==> src/rtl/fetch_queue_if.sv <==
// Fetch-queue bus: instruction-memory handshake, stage-3 redirect and decode-side head.
// master = fetch_queue side, slave = memory/pipeline side.
interface fetch_queue_if;
    logic        ImemReq;
    logic [31:0] ImemAddr;
    logic        ImemAck;
    logic [31:0] ImemData;
    logic        Redirect;
    logic [31:0] RedirectAddr;
    logic        Stall;
    logic [31:0] InstructionOut;
    logic [31:0] PC4Out;
    logic        Valid;

    modport master (
        output ImemReq, ImemAddr, InstructionOut, PC4Out, Valid,
        input  ImemAck, ImemData, Redirect, RedirectAddr, Stall
    );

    modport slave (
        input  ImemReq, ImemAddr, InstructionOut, PC4Out, Valid,
        output ImemAck, ImemData, Redirect, RedirectAddr, Stall
    );
endinterface

==> src/rtl/fetch_queue.sv <==
// MIPS fetch front end: PC, single-outstanding imem fetch FSM and instruction FIFO.
// Define FETCH_PERF_EN to add the FetchCount/FlushCount performance counters.
module fetch_queue #(
    parameter int unsigned DEPTH    = 4,
    parameter logic [31:0] RESET_PC = 32'h0000_0000
) (
    input logic           Clk,
    input logic           Rst,
    fetch_queue_if.master bus_io
`ifdef FETCH_PERF_EN
    ,
    output logic [31:0]   FetchCount,
    output logic [31:0]   FlushCount
`endif
);

    localparam int unsigned PtrW = $clog2(DEPTH);
    localparam int unsigned CntW = PtrW + 1;

    typedef enum logic [1:0] {StIdle, StBusy, StDrop} state_e;

    state_e            state_q, state_d;
    logic [31:0]       pc_q, pc_d;
    logic [31:0]       addr_q, addr_d;
    logic [PtrW-1:0]   wr_ptr_q, wr_ptr_d;
    logic [PtrW-1:0]   rd_ptr_q, rd_ptr_d;
    logic [CntW-1:0]   count_q, count_d;
    logic [31:0]       instr_mem [DEPTH];
    logic [31:0]       pc4_mem   [DEPTH];

    logic req, valid, push, pop, pending, issue_ok;

    always_comb begin
        req     = (state_q != StIdle);
        valid   = (count_q != '0);
        // Only data fetched in BUSY belongs to the current stream; DROP data is stale.
        push    = (state_q == StBusy) && bus_io.ImemAck && !bus_io.Redirect;
        pop     = valid && !bus_io.Stall && !bus_io.Redirect;
        pending = req && !bus_io.ImemAck;
    end

    always_comb begin
        wr_ptr_d = wr_ptr_q;
        rd_ptr_d = rd_ptr_q;
        count_d  = count_q;
        if (bus_io.Redirect) begin
            wr_ptr_d = '0;
            rd_ptr_d = '0;
            count_d  = '0;
        end else begin
            if (push) wr_ptr_d = wr_ptr_q + PtrW'(1);
            if (pop)  rd_ptr_d = rd_ptr_q + PtrW'(1);
            case ({push, pop})
                2'b10:   count_d = count_q + CntW'(1);
                2'b01:   count_d = count_q - CntW'(1);
                default: count_d = count_q;
            endcase
        end
    end

    // Occupancy after this edge; any in-flight request has completed when this is used.
    assign issue_ok = (count_d < CntW'(DEPTH));

    always_comb begin
        state_d = state_q;
        pc_d    = pc_q;
        addr_d  = addr_q;
        if (bus_io.Redirect) begin
            pc_d = {bus_io.RedirectAddr[31:2], 2'b00};
            if (pending) begin
                state_d = StDrop;
                // Entering DROP from BUSY: freeze the in-flight address.
                if (state_q == StBusy) addr_d = pc_q;
            end else begin
                state_d = StBusy;
            end
        end else begin
            case (state_q)
                StIdle: begin
                    if (issue_ok) state_d = StBusy;
                end
                StBusy: begin
                    if (bus_io.ImemAck) begin
                        pc_d    = pc_q + 32'd4;
                        state_d = issue_ok ? StBusy : StIdle;
                    end
                end
                StDrop: begin
                    if (bus_io.ImemAck) state_d = issue_ok ? StBusy : StIdle;
                end
                default: state_d = StIdle;
            endcase
        end
    end

    always_ff @(posedge Clk or negedge Rst) begin
        if (!Rst) begin
            state_q  <= StIdle;
            pc_q     <= {RESET_PC[31:2], 2'b00};
            addr_q   <= {RESET_PC[31:2], 2'b00};
            wr_ptr_q <= '0;
            rd_ptr_q <= '0;
            count_q  <= '0;
        end else begin
            state_q  <= state_d;
            pc_q     <= pc_d;
            addr_q   <= addr_d;
            wr_ptr_q <= wr_ptr_d;
            rd_ptr_q <= rd_ptr_d;
            count_q  <= count_d;
        end
    end

    always_ff @(posedge Clk) begin
        if (push) begin
            instr_mem[wr_ptr_q] <= bus_io.ImemData;
            pc4_mem[wr_ptr_q]   <= pc_q + 32'd4;
        end
    end

    always_comb begin
        bus_io.ImemReq        = req;
        bus_io.ImemAddr       = (state_q == StDrop) ? addr_q : pc_q;
        bus_io.Valid          = valid;
        bus_io.InstructionOut = valid ? instr_mem[rd_ptr_q] : 32'h0;
        bus_io.PC4Out         = valid ? pc4_mem[rd_ptr_q] : 32'h0;
    end

`ifdef FETCH_PERF_EN
    logic [31:0] fetch_cnt_q, fetch_cnt_d;
    logic [31:0] flush_cnt_q, flush_cnt_d;

    always_comb begin
        fetch_cnt_d = fetch_cnt_q;
        flush_cnt_d = flush_cnt_q;
        if (push)            fetch_cnt_d = fetch_cnt_q + 32'd1;
        if (bus_io.Redirect) flush_cnt_d = flush_cnt_q + 32'd1;
    end

    always_ff @(posedge Clk or negedge Rst) begin
        if (!Rst) begin
            fetch_cnt_q <= '0;
            flush_cnt_q <= '0;
        end else begin
            fetch_cnt_q <= fetch_cnt_d;
            flush_cnt_q <= flush_cnt_d;
        end
    end

    assign FetchCount = fetch_cnt_q;
    assign FlushCount = flush_cnt_q;
`endif

endmodule

==> src/flat_wrapper.sv <==
// flat-port wrapper written by rule: the top's interface ports become plain ports
module fetch_queue_flat 
#(
    parameter int unsigned DEPTH    = 4,
    parameter logic [31:0] RESET_PC = 32'h0000_0000
)
  (Clk, Rst, bus_io_ImemReq, bus_io_ImemAddr, bus_io_InstructionOut, bus_io_PC4Out, bus_io_Valid, bus_io_ImemAck, bus_io_ImemData, bus_io_Redirect, bus_io_RedirectAddr, bus_io_Stall);
  fetch_queue_if bus_io_i ();
  input logic Clk;
  input logic Rst;
  output wire logic [$bits(bus_io_i.ImemReq)-1:0] bus_io_ImemReq;
  output wire logic [$bits(bus_io_i.ImemAddr)-1:0] bus_io_ImemAddr;
  output wire logic [$bits(bus_io_i.InstructionOut)-1:0] bus_io_InstructionOut;
  output wire logic [$bits(bus_io_i.PC4Out)-1:0] bus_io_PC4Out;
  output wire logic [$bits(bus_io_i.Valid)-1:0] bus_io_Valid;
  input wire logic [$bits(bus_io_i.ImemAck)-1:0] bus_io_ImemAck;
  input wire logic [$bits(bus_io_i.ImemData)-1:0] bus_io_ImemData;
  input wire logic [$bits(bus_io_i.Redirect)-1:0] bus_io_Redirect;
  input wire logic [$bits(bus_io_i.RedirectAddr)-1:0] bus_io_RedirectAddr;
  input wire logic [$bits(bus_io_i.Stall)-1:0] bus_io_Stall;
  assign bus_io_ImemReq = bus_io_i.ImemReq;
  assign bus_io_ImemAddr = bus_io_i.ImemAddr;
  assign bus_io_InstructionOut = bus_io_i.InstructionOut;
  assign bus_io_PC4Out = bus_io_i.PC4Out;
  assign bus_io_Valid = bus_io_i.Valid;
  assign bus_io_i.ImemAck = bus_io_ImemAck;
  assign bus_io_i.ImemData = bus_io_ImemData;
  assign bus_io_i.Redirect = bus_io_Redirect;
  assign bus_io_i.RedirectAddr = bus_io_RedirectAddr;
  assign bus_io_i.Stall = bus_io_Stall;
  fetch_queue #(.DEPTH(DEPTH), .RESET_PC(RESET_PC)) u_core (.Clk(Clk), .Rst(Rst), .bus_io(bus_io_i));
endmodule
==> config.mk <==
export PLATFORM = sky130hd
export DESIGN_NAME = fetch_queue_flat
export DESIGN_NICKNAME = d
export VERILOG_FILES = /design/src/rtl/fetch_queue_if.sv /design/src/rtl/fetch_queue.sv /design/src/flat_wrapper.sv
export SDC_FILE = /design/constraint.sdc
export NUM_CORES = 1
export LEC_CHECK = 0
export BUFFER_PORTS_ARGS = -buffer_cell sky130_fd_sc_hd__buf_2
export CORE_MARGIN = 5
export CORE_UTILIZATION = 55
export DETAILED_ROUTE_END_ITERATION = 6
export PLACE_DENSITY = 0.75
export SLEW_MARGIN = 10
export SYNTH_ARGS = -nofsm -noshare
export SYNTH_HDL_FRONTEND = slang
export SYNTH_SLANG_ARGS = --single-unit
==> constraint.sdc <==
create_clock -name Clk -period 3.6 [get_ports Clk]
set_input_delay 0.54 -clock Clk [delete_from_list [all_inputs] [get_ports Clk]]
set_output_delay 0.54 -clock Clk [all_outputs]
set_load 0.01 [all_outputs]
==> results.md, run 1 <==
- Worst R2R Start: u_core.state_q[1]$_DFFE_PN0P_
- Layout cells sized above 1: 33.72%
- Post-synthesis async set-or-reset flop share: 21.77%
- CP max stage delay: 850 ps
- Fin nets: 1095
- Dominant cell by count in the synthesized netlist: edfxtp_1
- Internal: 0.006924 W
- Post-synth top cells: edfxtp_1, dfrtp_1, nor2b_1
- Core ar.: 0.02496 mm²
- Io pins: 167
- Maximum vdd drop: 0.0004349 V
- Hold buffers post-CTS: 0
- Final Hold Viols: 0
- Crit path from: u_core.rd_ptr_q[0]$_DFFE_PN0P_
- Switching pwr: 0.002061 W
- Power per cell area: 563.2 mW/mm²
- Vias: 7880
- Die span in y: 168.4 µm
- Relative slew slack: 27.07%
- Setup tns final: 0 ps
- H-tree levels: 2
- Mapped Cells: 862
- Via density: 5.773
- DRT Pass-1 Iters: 5
- Worst-margin pin slew: 1094 ps
- Clock power frac: 37.2%
- Syn avg cell area: 16.01 µm²
- Starting density of the core: 55.29%
- Synth Register Bits: 317
- Fin crit period: 3143 ps
- Post-DP HPWL: 18220 µm
- Worst min-delay path class: in -> async
- RSZ-0062 raised after global routing: no
- DRC: 0
- Area delta synth->final: 15.59%
- Yosys warnings: 0
- PnR worst setup slack: 457.4 ps
- Worst path slowest cell: dfrtp_4
- Sequential power share: 50.6%
- Routed WL per cell: 20.79 µm
- CTS Buffer Depth: 3
- Filler Cells Inserted: 1811
- TritonCTS clock tree: done
- Status: complete, no violations
- Final wirelength: 28380 µm
- Cell variety after synth: 42
- Vias in the first global route: 8109
- Netlist area before placement: 0.01380 mm²
- GRT overflow: 0
- Antenna violations before repair: 1
- Die X: 168.4 µm
- EDFF count, synth: 248
- Max_cap viols: 0
- GPL Wtd Cong: 0.8414
- All-Layer GR Usage: 20.49%
- Top cell type by total area after synthesis: edfxtp_1
- Fin crit share: 87.30%
- Post-DRT Antenna Nets: 0
- Combinational power share: 12.3%
- Seq/Total Area, Yosys: 66.47%
- I/O Buffers: 160
- Critical Path AT: 2600 ps
- Maximum fanout along the worst path: 31
- 1st-iter DRT viols: 603
- Net Sw Frac: 22.94%
- Clk root buf: clkbuf_16
- Post CTS Setup Buffer Count: 0
- First-pass GRT wire length: 45620 µm
- Critical-path cell list: buf_4 -> mux4_2 -> nor2b_1 -> buf_2
- Worst skew pair latency: 500 ps
- Pre-CTS setup slack: 608.1 ps
- # rows: 58
- Clock Sinks: 317
- CP required: 3060 ps
- Total CTS buffers: 34
- Synth top area share: 53.96%
- Register area: 0.009179 mm²
- CP Capture Type: primary output
- Min Hold Slack: 247.5 ps
- CP Class: reg -> out
- Die area: 0.02836 mm²
- FMAX: 0.3182 GHz
- Count of final setup violators: 0
- Skew final: 14.01 ps
- Ant. Diodes: 0
- Synth area leaders: edfxtp_1, dfrtp_1, mux4_2, mux2_2, nor2b_1
- CP Launch Type: flop
- Largest net degree at the start of global routing: 67
- PostCTS Resize Cnt: 0
- CTS clock-pin slew for the worst setup and hold paths: 60 ps
- Leakage: 5.706 nW
- Multi-input logic area: 0.004262 mm²
- Fin. max-slew vios: 0
- Final Util: 63.91%
- Top FF cell, synth: edfxtp_1
[registers in the layout, indices dropped and copies added, names as in the netlist]
| signal | flops |
|---|---|
| u_core.rd_ptr_q | 2 |
| u_core.addr_q | 30 |
| u_core.pc4_mem | 120 |
| u_core.instr_mem | 128 |
| u_core.state_q | 2 |
| u_core.count_q | 3 |
| u_core.wr_ptr_q | 2 |
| u_core.pc_q | 30 |
[stage by stage]
step	std cells	area [µm²]	power (W)
global placement	1307	14870	0.005674
detailed placement	1307	14870	0.005726
finish	1365	15950	0.008985
global route	1365	15950	0.009370
CTS	1365	15950	0.009073
floorplan	865	13810	0.005331
[power groups by stage]
stage | clock network, W | logic, W | registers, W
floorplan | 0 | 0.000803 | 0.00453
global placement | 0 | 0.00108 | 0.00459
detailed placement | 0 | 0.00111 | 0.00461
CTS | 0.00341 | 0.00112 | 0.00454
global route | 0.00357 | 0.00121 | 0.00458
finish | 0.00334 | 0.00110 | 0.00454
[cells by family (layout without fill, tap and decap cells)]
group / count (synthesis) / after routing / synth area share [%]
other cells: 1 / 4 / 0.02717
buf+inv: 76 / 246 / 2.810
flops: 317 / 317 / 66.47
xor+xnor: 43 / 43 / 2.729
compound gates: 59 / 59 / 2.620
fa+ha+maj: 13 / 13 / 1.179
simple gates: 229 / 229 / 9.029
mux: 124 / 124 / 15.14
[layout make-up]
cell class | count | area share [%]
Clock buffer | 52 | 6.282
Clock inverter | 6 | 0.4941
Inverter | 11 | 0.2588
Multi-Input combinational cell | 472 | 26.71
Sequential cell | 317 | 57.53
Tap cell | 330 | 2.588
Timing Repair Buffer | 177 | 6.133
[layout by cell type, fill, tap and decap left out, types with 3 or more instances in the layout]
cell type,Yosys,final
clkbuf_1,35,13
buf_12,0,4
or4_1,14,14
mux4_2,62,62
nand4_1,10,10
a31oi_1,14,14
buf_2,8,160
mux2_2,58,58
clkinv_2,0,3
a21oi_1,6,6
dfrtp_1,69,67
and2_1,3,3
nor2b_1,64,64
ha_1,13,13
nor4_1,5,5
clkbuf_16,0,37
or3_1,6,6
nand3_1,20,20
and3_2,0,4
edfxtp_1,248,248
nor2_1,36,36
nor3_1,16,15
and4_1,6,6
conb_1,1,4
o21ai_0,21,21
nand2_1,37,37
and3_1,8,4
inv_1,10,10
xnor2_1,16,16
o31ai_1,10,10
buf_4,7,13
o211ai_1,3,3
mux2i_1,4,4
xor2_1,27,27
[layer usage]
metal	GRT usage (%)	vias to the layer above	routed length, µm
li1	-	3586	-
met5	0	-	11
met1	29.28	3996	12250
met2	33.33	263	13880
met4	3.952	2	362
met3	4.391	33	1876
[worst max-delay path: cells and delay by family, from the launching register on]
family	cells	cell delay (ps)
flip-flops	1	850
multiplexers	1	550
buffers and inverters	2	540
AND/OR/NAND/NOR	1	150
[worst paths after layout]
check / end / slack (ps) / cells after the start
worst max-delay path: bus_io_PC4Out[12] / 460 / 4
min in group Clk: u_core.pc_q[4]$_DFFE_PN0P_ / 250 / 3
worst min-delay path: u_core.addr_q[9]$_DFFE_PN0P_ / 250 / 1
worst min register to register: u_core.addr_q[20]$_DFFE_PN0P_ / 500 / 1
max in group asynchronous: u_core.rd_ptr_q[0]$_DFFE_PN0P_ / 2510 / 2
worst max register to register: u_core.state_q[0]$_DFFE_PN0P_ / 540 / 12
Power figures use the tool's default switching activity.
==> inputs of run 2 (changes only) <==
==> constraint.sdc (replaced) <==
create_clock -name Clk -period 3.74 [get_ports Clk]
set_input_delay 0.561 -clock Clk [delete_from_list [all_inputs] [get_ports Clk]]
set_output_delay 0.561 -clock Clk [all_outputs]
set_load 0.01 [all_outputs]
==> results.md, run 2 (synthesis gave the netlist of run 1 again) <==
- I/O Buffers: 160 (unchanged)
- Final wirelength: 28420 µm (+0.15%)
- Die X: 168.4 µm (unchanged)
- H-tree levels: 2 (unchanged)
- Most common cell after layout, fill and taps aside: edfxtp_1
- Die span in y: 168.4 µm (unchanged)
- Largest net degree at the start of global routing: 67 (unchanged)
- CP required: 3180 ps (+120 ps)
- Ant. Diodes: 0 (unchanged)
- PostCTS Resize Cnt: 0 (unchanged)
- Leakage: 5.720 nW (+0.23%)
- Core ar.: 0.02496 mm² (unchanged)
- Worst path top cell family by delay: flip-flops
- # rows: 58 (unchanged)
- DRT Pass-1 Iters: 5 (unchanged)
- Io pins: 167 (unchanged)
- Worst-margin pin slew: 983.9 ps (-110.1 ps)
- Skew final: 10.02 ps (-3.993 ps)
- Worst skew pair latency: 500 ps (about the same)
- Max reg flops: 128 (unchanged)
- CP Class: reg -> out
- Total CTS buffers: 34 (unchanged)
- Post-DRT Antenna Nets: 0 (unchanged)
- Clk root buf: clkbuf_16
- CTS Buffer Depth: 3 (unchanged)
- Fin nets: 1095 (unchanged)
- TritonCTS clock tree: done
- Layout cells sized above 1: 34.20% (+0.48 points)
- Fin. max-slew vios: 0 (unchanged)
- Worst path slowest cell: dfrtp_4
- Most frequent cells in the layout: edfxtp_1, buf_2, dfrtp_1
- Max_cap viols: 0 (unchanged)
- First-pass GRT wire length: 45440 µm (-0.38%)
- Critical-path cell list: buf_4 -> mux4_2 -> nor2b_1 -> buf_2
- DRC: 0 (unchanged)
- Vias: 7842 (-0.48%)
- Pre-CTS setup slack: 734.8 ps (+126.7 ps)
- GPL Wtd Cong: 0.8652 (+2.8%)
- Area delta synth->final: 15.63% (about the same)
- Power per cell area: 545.0 mW/mm² (-3.2%)
- Most flops, register: u_core.instr_mem
- Via density: 5.732 (-0.70%)
- 1st-iter DRT viols: 637 (+5.6%)
- Stages on worst setup path: 4 (unchanged)
- Antenna violations before repair: 1 (unchanged)
- Post CTS Setup Buffer Count: 0 (unchanged)
- CP max stage delay: 930 ps (+80 ps)
- Routed WL per cell: 20.77 µm (about the same)
- Critical Path AT: 2630 ps (+30 ps)
- Maximum vdd drop: 0.0003039 V (-30%)
- Final Hold Viols: 0 (unchanged)
- WP buf/inv: 2 (unchanged)
- Count of final setup violators: 0 (unchanged)
- Maximum fanout along the worst path: 37 (+19%)
- RSZ-0062 raised after global routing: no
- Hold buffers post-CTS: 0 (unchanged)
- Clock Sinks: 317 (unchanged)
- Starting density of the core: 55.29% (unchanged)
- Final Util: 63.93% (about the same)
- CP Launch Type: flop
- PnR worst setup slack: 544.7 ps (+87.38 ps)
- Vias in the first global route: 8097 (-0.15%)
- Status: complete, no violations
- Worst min-delay path class: in -> async
- Die area: 0.02836 mm² (unchanged)
- GRT overflow: 0 (unchanged)
- Setup tns final: 0 ps (unchanged)
- CTS clock-pin slew for the worst setup and hold paths: 60 ps (about the same)
- Relative slew slack: 34.41% (+7.3 points)
- Post-DP HPWL: 17810 µm (-2.2%)
- CP Capture Type: primary output
- Pwr Total: 0.008698 W (-3.2%)
- All-Layer GR Usage: 20.42% (-0.071 points)
- Fin crit period: 3195 ps
- Fin crit share: 85.43%
- Reg2Reg Depth: 12 (unchanged)
- Largest regs: u_core.instr_mem: 128 flops, u_core.pc4_mem: 120 flops
- FMAX: 0.3130 GHz
-- run 2: cell count changes in the layout (fill, tap and decap cells not counted), sizes merged --
cell | before | now
clkinvlp | 0 | 1
clkinv | 5 | 17
bufinv | 2 | 4
inv | 10 | 11
clkbuf | 52 | 39
-- run 2: per-stage QoR --
step           cell area [µm²]  cells  hold WS, ps
3_5_place_dp             14860   1307        490.5
5_1_grt                  15960   1368        249.9
4_1_cts                  15960   1368        198.3
6_report                 15960   1368        192.2
2_1_floorplan            13810    865        265.4
3_3_place_gp             14860   1307        483.0
-- run 2: worst register-to-register path, delay by kind of cell, from the launching register on --
family | cells | cell delay (ps)
fa+ha+maj | 3 | 650
compound gates | 2 | 530
simple gates | 2 | 500
mux | 1 | 400
flops | 1 | 390
xor+xnor | 2 | 280
buf+inv | 2 | 180
-- run 2: per-layer routing --
| layer | wire, µm | track usage [%] |
|---|---|---|
| met1 | 12070 | 29.13 |
| met2 | 13890 | 33.00 |
| met3 | 2012 | 4.203 |
| met4 | 437 | 4.693 |
| met5 | 11 | 0 |
-- run 2: layout make-up --
class / count / area, µm²
Inverter: 11 / 41.29
Clock buffer: 39 / 890.9
Tap cell: 330 / 412.9
Fill cell: 1862 / 9005
Timing Repair Buffer: 177 / 965.9
Clock inverter: 22 / 207.7
Sequential cell: 317 / 9179
Multi-Input combinational cell: 472 / 4262
-- run 2: final timing paths --
kind	start	end	slack, ps
min reg2reg	u_core.addr_q[11]$_DFFE_PN0P_	u_core.addr_q[11]$_DFFE_PN0P_	500
min in group Clk	bus_io_RedirectAddr[4]	u_core.pc_q[4]$_DFFE_PN0P_	270
max in group asynchronous	Rst	u_core.pc_q[19]$_DFFE_PN0P_	2580
max reg2reg	u_core.state_q[1]$_DFFE_PN0P_	u_core.state_q[0]$_DFFE_PN0P_	690
max	u_core.rd_ptr_q[0]$_DFFE_PN0P_	bus_io_PC4Out[10]	540
min	Rst	u_core.addr_q[4]$_DFFE_PN0P_	190
-- run 2: where the power goes --
part | total (W) | internal [W] | switching, W
clock network | 0.00327 | 0.00199 | 0.00128
logic | 0.00105 | 0.000505 | 0.000550
registers | 0.00438 | 0.00418 | 0.000195
total | 0.00870 | 0.00667 | 0.00203
